$ cat src/rtl/mux_cfg_loader.sv
// Serial loader for 2:1 routing-mux selects: hunts a sync word, gathers N_MUX
// select bits plus even parity, and commits them to sel atomically.
module mux_cfg_loader #(
  parameter int          N_MUX = 2,
  parameter logic [7:0]  SYNC  = 8'hA5
) (
  input  logic             clk,
  input  logic             rst,
  input  logic             cfg_bit,
  input  logic             cfg_valid,
  output logic             cfg_ready,
  output logic [N_MUX-1:0] sel,
  output logic             done,
  output logic             err,
  output logic [7:0]       frame_cnt
);

  localparam int IW = (N_MUX > 1) ? $clog2(N_MUX) : 1;

  // HUNT: sliding sync search | LOAD: select bits | PARITY: check | COMMIT: publish
  typedef enum logic [1:0] {HUNT, LOAD, PARITY, COMMIT} state_e;

  state_e           state_q, state_d;
  logic [7:0]       sr_q, sr_d;
  logic [N_MUX-1:0] stage_q, stage_d;
  logic [IW-1:0]    idx_q, idx_d;
  logic             par_q, par_d;
  logic [N_MUX-1:0] sel_q, sel_d;
  logic             done_q, done_d;
  logic             err_q, err_d;
  logic [7:0]       cnt_q, cnt_d;

  logic       accept;
  logic [7:0] sr_shift;

  assign cfg_ready = !rst && (state_q != COMMIT);
  assign accept    = cfg_valid && cfg_ready;
  assign sr_shift  = {sr_q[6:0], cfg_bit};

  assign sel       = sel_q;
  assign done      = done_q;
  assign err       = err_q;
  assign frame_cnt = cnt_q;

  always_ff @(posedge clk) begin
    if (rst) begin
      state_q <= HUNT;
      sr_q    <= '0;
      stage_q <= '0;
      idx_q   <= '0;
      par_q   <= 1'b0;
      sel_q   <= '0;
      done_q  <= 1'b0;
      err_q   <= 1'b0;
      cnt_q   <= '0;
    end else begin
      state_q <= state_d;
      sr_q    <= sr_d;
      stage_q <= stage_d;
      idx_q   <= idx_d;
      par_q   <= par_d;
      sel_q   <= sel_d;
      done_q  <= done_d;
      err_q   <= err_d;
      cnt_q   <= cnt_d;
    end
  end

  always_comb begin
    state_d = state_q;
    sr_d    = sr_q;
    stage_d = stage_q;
    idx_d   = idx_q;
    par_d   = par_q;
    sel_d   = sel_q;
    done_d  = 1'b0;
    err_d   = 1'b0;
    cnt_d   = cnt_q;

    case (state_q)
      HUNT: begin
        if (accept) begin
          sr_d = sr_shift;
          // Shifter is cleared on lock so the next hunt never reuses old bits.
          if (sr_shift == SYNC) begin
            state_d = LOAD;
            sr_d    = '0;
            idx_d   = '0;
            par_d   = 1'b0;
          end
        end
      end
      LOAD: begin
        if (accept) begin
          stage_d[idx_q] = cfg_bit;
          par_d          = par_q ^ cfg_bit;
          if (idx_q == IW'(N_MUX - 1)) begin
            state_d = PARITY;
          end else begin
            idx_d = idx_q + IW'(1);
          end
        end
      end
      PARITY: begin
        if (accept) begin
          if (par_q ^ cfg_bit) begin
            err_d   = 1'b1;
            state_d = HUNT;
          end else begin
            state_d = COMMIT;
          end
        end
      end
      COMMIT: begin
        sel_d   = stage_q;
        done_d  = 1'b1;
        cnt_d   = cnt_q + 8'd1;
        state_d = HUNT;
      end
      default: state_d = HUNT;
    endcase
  end

endmodule

$ cat config.mk
export PLATFORM = sky130hd
export DESIGN_NAME = mux_cfg_loader
export DESIGN_NICKNAME = d
export VERILOG_FILES = /design/src/rtl/mux_cfg_loader.sv
export SDC_FILE = /design/constraint.sdc
export NUM_CORES = 1
export LEC_CHECK = 0
export BUFFER_PORTS_ARGS = -buffer_cell sky130_fd_sc_hd__buf_4
export CORE_ASPECT_RATIO = 1.4
export CORE_MARGIN = 2
export CORE_UTILIZATION = 45
export DETAILED_ROUTE_END_ITERATION = 16
export GPL_TIMING_DRIVEN = 0
export PLACE_DENSITY_LB_ADDON = 0.12
export SLEW_MARGIN = 5
export SYNTH_ARGS = -nofsm -noshare
export SYNTH_HDL_FRONTEND = slang
export SYNTH_SLANG_ARGS = --single-unit
$ cat constraint.sdc
create_clock -name clk -period 1.85 [get_ports clk]
set_input_delay 0.2775 -clock clk [delete_from_list [all_inputs] [get_ports clk]]
set_output_delay 0.2775 -clock clk [all_outputs]
set_load 0.1 [all_outputs]
======== Word level (Yosys, flattened, before mapping) ========
Index checks and enable logic that the tools add are counted.
storage, ports and cells
  output and inout bits ................... 13
  word-level logic and storage cells ...... 57
  register bits ........................... 25
cells by class
  reduce and logical (&&, ||, !) cells .... 11
  muxes and demuxes ....................... 20
  $add $sub $neg .......................... 2
  equality and inequality tests ........... 10
  order comparisons ....................... 2
  bitwise operators ....................... 3
operators by type and width
  cell                                                      count
  2-to-1 mux 2 bit                                          6
  inequality test 2 bit, second input constant              6
  adder 8 x 1 -> 8 bit, second input constant               1
  equality test 8 bit, second input constant                1
  2-to-1 mux 1 bit                                          8
  case mux 2 bit (4 select lines)                           1
  2-to-1 mux 7 bit                                          1
  AND reduction 5 bit                                       1
  equality test 2 bit, second input constant                2
  case mux 1 bit (2 select lines)                           2
  AND reduction 2 bit                                       2
  AND reduction 4 bit                                       1
  logical AND 1 bit                                         3
  OR reduction 3 bit                                        1
  bitwise mux 2 bit                                         1
  equality test 2 x 1 -> 1 bit, second input constant       1
  zero test 2 bit                                           1
  < comparator 1 x 2 -> 1 bit, second input constant        1
  inverter 1 bit                                            2
  nonzero test 2 bit                                        1
  adder 1 bit, second input constant                        1
  demux 1 bit (select 1 bit)                                1
  greater-or-equal comparator 1 bit, second input constant  1
  zero test 1 bit                                           1
  bitwise XOR 1 bit                                         1

======== Logic depth before layout (Yosys ltp) ========
Gate-level depths: netlist of run 1.
  word-level depth ........................ 5
  depth in mapped cells ................... 5

======== Least setup slack after synthesis of run 1 ========
No wires, ideal clock.
  kind .................................... register -> output
  start ................................... reg state_q[1]
  end ..................................... out cfg_ready
  required time ........................... 1.572 ns
  path slack .............................. -0.530 ns
  stages on the path, launching flop included .. 4
  path buffers ............................ 2
  arrival time ............................ 2.103 ns
  path through ............................ dfxtp_1 buf_6 clkbuf_1 a21oi_1
on the way
  word-level cells in the longest chain between the ends .. 2
ends and longest elaborated chain
  what                    line  source
  start, declared         23    state_e state_q, state_d;
  start signal, assigned  57    state_q <= state_d;
  inequality test 2 bit   36    assign cfg_ready = !rst && (state_q != COMMIT);
  logical AND 1 bit       36
  end, declared           11    output logic cfg_ready,
No other way between the ends.

======== Worst setup path in the final report of run 1 ========
  start ................................... reg state_q[0]
  end ..................................... out cfg_ready
The elaborated chain is that of the path after synthesis.

==> metrics, run 1 <==
dominant cells by area after synthesis=sky130_fd_sc_hd__dfxtp_1, sky130_fd_sc_hd__a21oi_1, sky130_fd_sc_hd__nand2_1, sky130_fd_sc_hd__nand3_1, sky130_fd_sc_hd__o211ai_1; delay of the slowest critical-path stage=0.49 ns; grt total ovfl=0; average footprint of a synthesized cell=8.71 um^2; net switching component of the power=about 0.2 mW; vias in the first global route=921; r2r worst-path depth=5; area share of the largest cell type after synthesis=45.2%; skew final=0.00313 ns; most common cell after layout, fill and taps aside=sky130_fd_sc_hd__dfxtp_1; remaining antenna violation count=0; Initial Utilization=46.8%; count of inserted antenna diode cells=0; initial DRC count=36; critical path cell sequence=clkbuf_2, a21oi_2, buf_4; total number of placement rows=21; count of flip-flops with a built-in enable after synthesis=0; leading cell types in the layout, fill and taps excluded=sky130_fd_sc_hd__dfxtp_1, sky130_fd_sc_hd__nand2_1, sky130_fd_sc_hd__a21oi_1, sky130_fd_sc_hd__buf_4, sky130_fd_sc_hd__nand3_1; combinational family with the most area after synthesis=simple AND/OR/NAND/NOR gates; parity-gate share of the synthesized area counting xor and xnor cells=about 2.4%; cell-internal power=about 0.63 mW; power density relative to cell area=655 mW/mm^2; GR Util All Layers=17.4%; number of unique standard cell types used by synthesis=32; syn_nets=132; Slew Viols, Final=0; type of element capturing the critical path=output pin; total iterations of the first detailed-routing run=5; die boundary height=around 63 um; count of mapped cells out of synthesis=between 100 and 150; power share of the clock group=29.6%; unrepaired setup endpoints after global routing=no; arithmetic-cell share of the synthesized area counting full adders, half adders and majority gates=1.13%; run status=complete, no violations; Setup Buffers After CTS=0; chip width=45.9 um; fraction of power consumed by combinational cells=under 10%; number of CTS-inserted buffers=3; total setup violations reported at the end of the flow=0; largest net degree at the start of global routing=15; sequential fraction of design power=around two thirds; type of the most critical hold path=in2reg; type of the worst setup path=reg2out; part of the cycle the worst path needs=92.0%; htree depth=1; cts-stage hold buffer count=0; buffering stage count on the worst path with inverters included=2; remaining max-slew budget at the tightest pin=61.3%; overall power consumption=0.835 mW; number of warnings reported in the yosys synthesis log=0; number of synthesized register bits=25; Area Growth Syn to Fin=15.3%; arrival time at the worst endpoint=1.42 ns; TritonCTS clock tree=built; Seq. cell area=507 um^2; area fraction in compound gates after synthesis=17.0%; buffer levels on the longest clock path=2; # IOs=17; portion of the post-synthesis area used by sequential elements=45.2%; cell at the slowest stage of the critical path=sky130_fd_sc_hd__dfxtp_1; total negative slack for setup checks=0 ns; clock root buffer master=sky130_fd_sc_hd__clkbuf_4; total wire length after detailed routing=2.13 mm; post-detailed-placement half-perimeter wirelength=about 1.6 mm; final worst path period need=1.70 ns; maximum VDD drop=about 0.00039 V; crit start category=flip-flop; area fraction in and, or, nand and nor cells after synthesis=26.5%; total die area=0.00288 mm^2; most area-hungry cell type in the Yosys netlist=sky130_fd_sc_hd__dfxtp_1; total of buffers placed on input and output ports=14; Final Hold Viols=0; CTS sink count=25; critical path required time=1.57 ns; prevailing post-synth register cell=sky130_fd_sc_hd__dfxtp_1; Syn Std Cell Area=0.00111 mm^2; placeable core region=about 0.0024 mm^2; via count of the routed design=~970; area of combinational cells with multiple inputs=553 um^2; final RePlAce weighted congestion=0.721; register clock-pin slew on the reported worst setup and hold paths=around 0.13 ns; largest fanout on the critical path=10; mux cell area share after synthesis=under 10%; maxcap violations=0; Top Family by Delay on Critical Path=buffers and inverters; average via count per standard cell=approximately 5.8; share of flip-flops with an asynchronous set or reset after synthesis=0%; average detailed-routed wire length per instance=12.8 um; number of filler cells placed in the layout=234; LEAKAGE=0.467 nW; number of cells traversed by the worst hold path=2; Fmax achieved=0.587 GHz; fin nets=150; Hold Worst Slack=0.215 ns; DRC violation count after routing=0; clock insertion delay at the later pin of the skew report=0.33 ns; core utilization of the finished layout=~54%; share of final-layout standard cells stronger than drive strength 1=between 20% and 30%; number of antenna violations at the first check in global routing=0; Tightest Pin Transition=0.579 ns; number of stages on the worst setup path=3; switching part of the total power=24.0%; wire length of the first global-routing pass=around 3.8 mm
==> worst paths after layout <==
path	end	slack, ns	from
worst max register to register	state_q[0]	0.30	state_q[1]
worst max-delay path	cfg_ready	0.15	state_q[0]
worst min register to register	sel[0]	0.47	sel[0]
worst min-delay path	frame_cnt[4]	0.22	rst
==> power by group through the flow <==
| stage | Combinational, mW | Sequential [mW] | Clock, mW |
|---|---|---|---|
| after floorplan | 0.0348 | 0.552 | 0 |
| after global placement | 0.0469 | 0.553 | 0 |
| after detailed placement | 0.0475 | 0.553 | 0 |
| after CTS | 0.0476 | 0.541 | 0.256 |
| after global routing | 0.0518 | 0.541 | 0.280 |
| final | 0.0470 | 0.541 | 0.247 |
==> layer usage <==
layer / track usage, % / routed length (um)
met1: 20.4 / 937
met2: 28.5 / 1070
met3: 2.89 / 73
met4: 9.64 / 53
met5: 0 / 0
==> stage by stage <==
step                      area, um^2  cells  setup slack (ns)
after floorplan                 1120    127            0.0864
after global placement          1250    164             0.383
after detailed placement        1250    164             0.368
after CTS                       1280    168           0.00491
after global routing            1270    167            0.0543
final                           1270    167             0.148
==> synthesized netlist by cell type (all sizes together), types with 3 or more instances <==
master / number
o211ai: 6
buf: 4
a21oi: 18
nand3: 9
o21ai: 4
nor2: 7
nand2: 18
dfxtp: 25
mux2i: 3
or3: 3
inv: 4
clkbuf: 4
==> cell families (layout without fill, tap and decap cells) <==
| logic type | count (synthesis) | after routing |
|---|---|---|
| xor gates and xnor gates | 3 | 3 |
| adders and majority gates | 1 | 1 |
| and+or+nand+nor | 51 | 51 |
| AOI/OAI and AO/OA | 32 | 32 |
| muxes | 3 | 3 |
| DFF | 25 | 25 |
| buffers and inverters | 12 | 29 |
==> repair_timing <==
| item | 4_1_cts | 5_1_grt |
|---|---|---|
| hold endpoints to repair | 0 | 0 |
| setup endpoints to repair | 0 | 1 |
| gates resized for setup | 0 | 2 |
==> cell type report <==
type,count,share of cell area (%)
Buffer,7,3.04
Inverter,4,1.18
Tap cell,23,2.26
Sequential cell,25,39.7
Clock buffer,3,1.77
Multi-Input combinational cell,90,43.4
Clock inverter,1,0.393
Timing Repair Buffer,14,8.24
==> state kept, by name, summed over array words and instances, names as in the netlist <==
name,cells
sel,2
sr_q,7
err,1
frame_cnt,8
stage_q,2
done,1
par_q,1
idx_q,1
state_q,2
No activity file was read; power rests on OpenSTA's default activity.
==> run 2: changes to the inputs <==
--- a/config.mk
+++ b/config.mk
@@ -5,6 +5,7 @@
 export SDC_FILE = /design/constraint.sdc
 export NUM_CORES = 1
 export LEC_CHECK = 0
+export ABC_AREA = 1
 export BUFFER_PORTS_ARGS = -buffer_cell sky130_fd_sc_hd__buf_4
 export CORE_ASPECT_RATIO = 1.4
 export CORE_MARGIN = 2
==> run 2 against run 1 <==
Critical endpoint unchanged. Clock-buffer cell count rose by 1. Critical path depth is 1 higher. Critical path type unchanged. Die area is 3.1% lower. Worst setup slack gained 0.0094 ns. Largest power group unchanged. Non-clock buffer count down 3.
==> metrics, run 2 <==
total wire length after detailed routing=1.95 mm (-8.6%); initial DRC count=20 (-44%); type of the worst setup path=reg2out; remaining max-slew budget at the tightest pin=80.2% (+19 points); total negative slack for setup checks=0 ns (unchanged); die boundary height=61.7 um (-1.6%); area share of the largest cell type after synthesis=46.8% (+1.6 points); overall power consumption=0.855 mW (+2.5%); reg-to-reg endpoint=sr_q[3]; total iterations of the first detailed-routing run=4 (-1); register clock-pin slew on the reported worst setup and hold paths=0.13 ns (about the same); share of final-layout standard cells stronger than drive strength 1=18.1% (-4.1 points); prevailing post-synth register cell=sky130_fd_sc_hd__dfxtp_1; portion of the post-synthesis area used by sequential elements=46.8% (+1.6 points); DRC violation count after routing=0 (unchanged); most frequent cells after synthesis=sky130_fd_sc_hd__nand2_1, sky130_fd_sc_hd__dfxtp_1, sky130_fd_sc_hd__inv_1; number of warnings reported in the yosys synthesis log=0 (unchanged); Final Hold Viols=0 (unchanged); chip width=45.2 um (-1.6%); post-detailed-placement half-perimeter wirelength=1.47 mm (-9.2%); arrival time at the worst endpoint=1.42 ns (about the same); total setup violations reported at the end of the flow=0 (unchanged); average detailed-routed wire length per instance=10.4 um (-19%); type of element capturing the critical path=output pin; total die area=0.00279 mm^2 (-3.1%); share of flip-flops with an asynchronous set or reset after synthesis=0% (unchanged); number of synthesized register bits=25 (unchanged); clock insertion delay at the later pin of the skew report=0.32 ns (about the same); final RePlAce weighted congestion=0.864 (+20%); total of buffers placed on input and output ports=15 (+1); count of inserted antenna diode cells=0 (unchanged); LEAKAGE=0.522 nW (+12%); number of CTS-inserted buffers=3 (unchanged); grt total ovfl=0 (unchanged); maxcap violations=0 (unchanged); syn_nets=152 (+15%); count of flip-flops with a built-in enable after synthesis=0 (unchanged); cts-stage hold buffer count=0 (unchanged); wire length of the first global-routing pass=3.41 mm (-10%); run status=complete, no violations; type of the most critical hold path=in2reg; worst r2r src=state_q[0]; Slew Viols, Final=0 (unchanged); final worst path period need=1.69 ns (-0.00943 ns); most common cell after layout, fill and taps aside=sky130_fd_sc_hd__nand2_1; leading cell types in the layout, fill and taps excluded=sky130_fd_sc_hd__nand2_1, sky130_fd_sc_hd__dfxtp_1, sky130_fd_sc_hd__inv_1, sky130_fd_sc_hd__a21oi_1; critical path required time=1.57 ns (about the same); part of the cycle the worst path needs=91.5% (-0.51 points); clock root buffer master=sky130_fd_sc_hd__clkbuf_4; r2r worst-path depth=6 (+1); unrepaired setup endpoints after global routing=no; count leader, synth=sky130_fd_sc_hd__nand2_1; number of unique standard cell types used by synthesis=23 (-28%); flip-flop count of the largest register, all copies and words added=8 (unchanged); Tightest Pin Transition=0.295 ns (-0.284 ns); Initial Utilization=48.5% (+1.8 points); Fmax achieved=0.591 GHz (+0.56%); placeable core region=0.00220 mm^2 (-6.9%); skew final=0.00205 ns (-0.00108 ns); critical path startpoint=state_q[0]; largest net degree at the start of global routing=14 (-1); critical path capture point=cfg_ready; most area-hungry cell type in the Yosys netlist=sky130_fd_sc_hd__dfxtp_1; TritonCTS clock tree=built; average via count per standard cell=5.03 (-13%); largest fanout on the critical path=7 (-3); # IOs=17 (unchanged); Syn Std Cell Area=0.00107 mm^2 (-3.4%); CTS sink count=25 (unchanged); remaining antenna violation count=0 (unchanged); fin nets=172 (+15%); worst-case register-to-register setup slack=0.57 ns (+0.27 ns); vias in the first global route=800 (-13%); total number of placement rows=20 (-4.8%); GR Util All Layers=16.9% (-0.53 points); crit start category=flip-flop; Area Growth Syn to Fin=16.3%; via count of the routed design=946 (-2.1%); buffer levels on the longest clock path=2 (unchanged); maximum VDD drop=0.000391 V (+1.4%); average footprint of a synthesized cell=7.27 um^2 (-17%); power density relative to cell area=688 mW/mm^2 (+5.2%); dominant cells by area after synthesis=sky130_fd_sc_hd__dfxtp_1, sky130_fd_sc_hd__nand2_1, sky130_fd_sc_hd__a21oi_1, sky130_fd_sc_hd__inv_1, sky130_fd_sc_hd__nor2_1; htree depth=1 (unchanged); count of mapped cells out of synthesis=147 (+16%); number of antenna violations at the first check in global routing=0 (unchanged)
[run 2: cell types whose count changed in the layout (fill, tap and decap cells not counted), sizes merged, moves of 6 or more]
cell    change
nand2      +17
inv        +16
nor2       +11
o21ai       +8
o211ai      -6
[run 2: report_power, final]
| part | switching [mW] | leakage [nW] | internal (mW) |
|---|---|---|---|
| sequential | 0.00413 | 0.203 | 0.546 |
| clock | 0.161 | 0.0150 | 0.0846 |
| combinational | 0.0390 | 0.305 | 0.0208 |
| total | 0.204 | 0.522 | 0.651 |
[run 2: logic make-up after synthesis]
family	count (synthesis)	synth area share (%)
adder cells (fa/ha/maj)	1	1.17
AND/OR/NAND/NOR	66	26.9
buffers and inverters	24	9.72
AO/OA/AOI/OAI	31	15.3
flip-flops	25	46.8
[run 2: repair_timing]
action / 4_1_cts / 5_1_grt
endpoints found under the setup margin: 0 / 1
buffers inserted: 0 / 0
gates resized for setup: 0 / 1
hold endpoints to repair: 0 / 0
[run 2: layout make-up]
type,count,area [um^2]
sequential,25,502
timing repair buffer,15,116
tap,22,27.5
inverter,21,80.1
multi-input combinational,98,467
fill,222,960
clock buffer,4,26.3
buffer,3,23.8
[run 2: routing by layer]
layer	global-route usage [%]	share of wire (%)
met1	22.1	46
met2	26.1	47
met3	2.64	4.1
met4	10.1	2.5
met5	0	0
[run 2: worst min path at each step]
stage          startpoint         end  slack [ns]  depth (start not counted)
3_5_place_dp   stage_q[1]  stage_q[1]        0.44                          2
4_1_cts               rst  state_q[1]        0.15                          2
3_3_place_gp   stage_q[0]  stage_q[0]        0.44                          2
5_1_grt               rst  state_q[1]        0.13                          2
2_1_floorplan  stage_q[0]  stage_q[0]        0.42                          2
6_report              rst       par_q        0.15                          2
[run 2: critical path, cell delays in order (launching register included)]
cell and delay, ns:
sky130_fd_sc_hd__dfxtp_1 0.40, sky130_fd_sc_hd__nand2_2 0.14, sky130_fd_sc_hd__clkinv_2 0.11, sky130_fd_sc_hd__nor2_2 0.19, sky130_fd_sc_hd__buf_6 0.26
[run 2: stage by stage]
step / hold WS, ns / worst slack, ns / utilization [%] / cell area, um^2 / std cells
after floorplan: 0.424 / 0.0165 / - / 1070 / 147
after global placement: 0.437 / 0.485 / 55.1 / 1210 / 184
after detailed placement: 0.443 / 0.473 / 55.1 / 1210 / 184
after CTS: 0.147 / 0.0949 / 56.3 / 1240 / 188
after global routing: 0.126 / 0.0451 / 56.4 / 1240 / 188
final: 0.153 / 0.157 / 56.4 / 1240 / 188
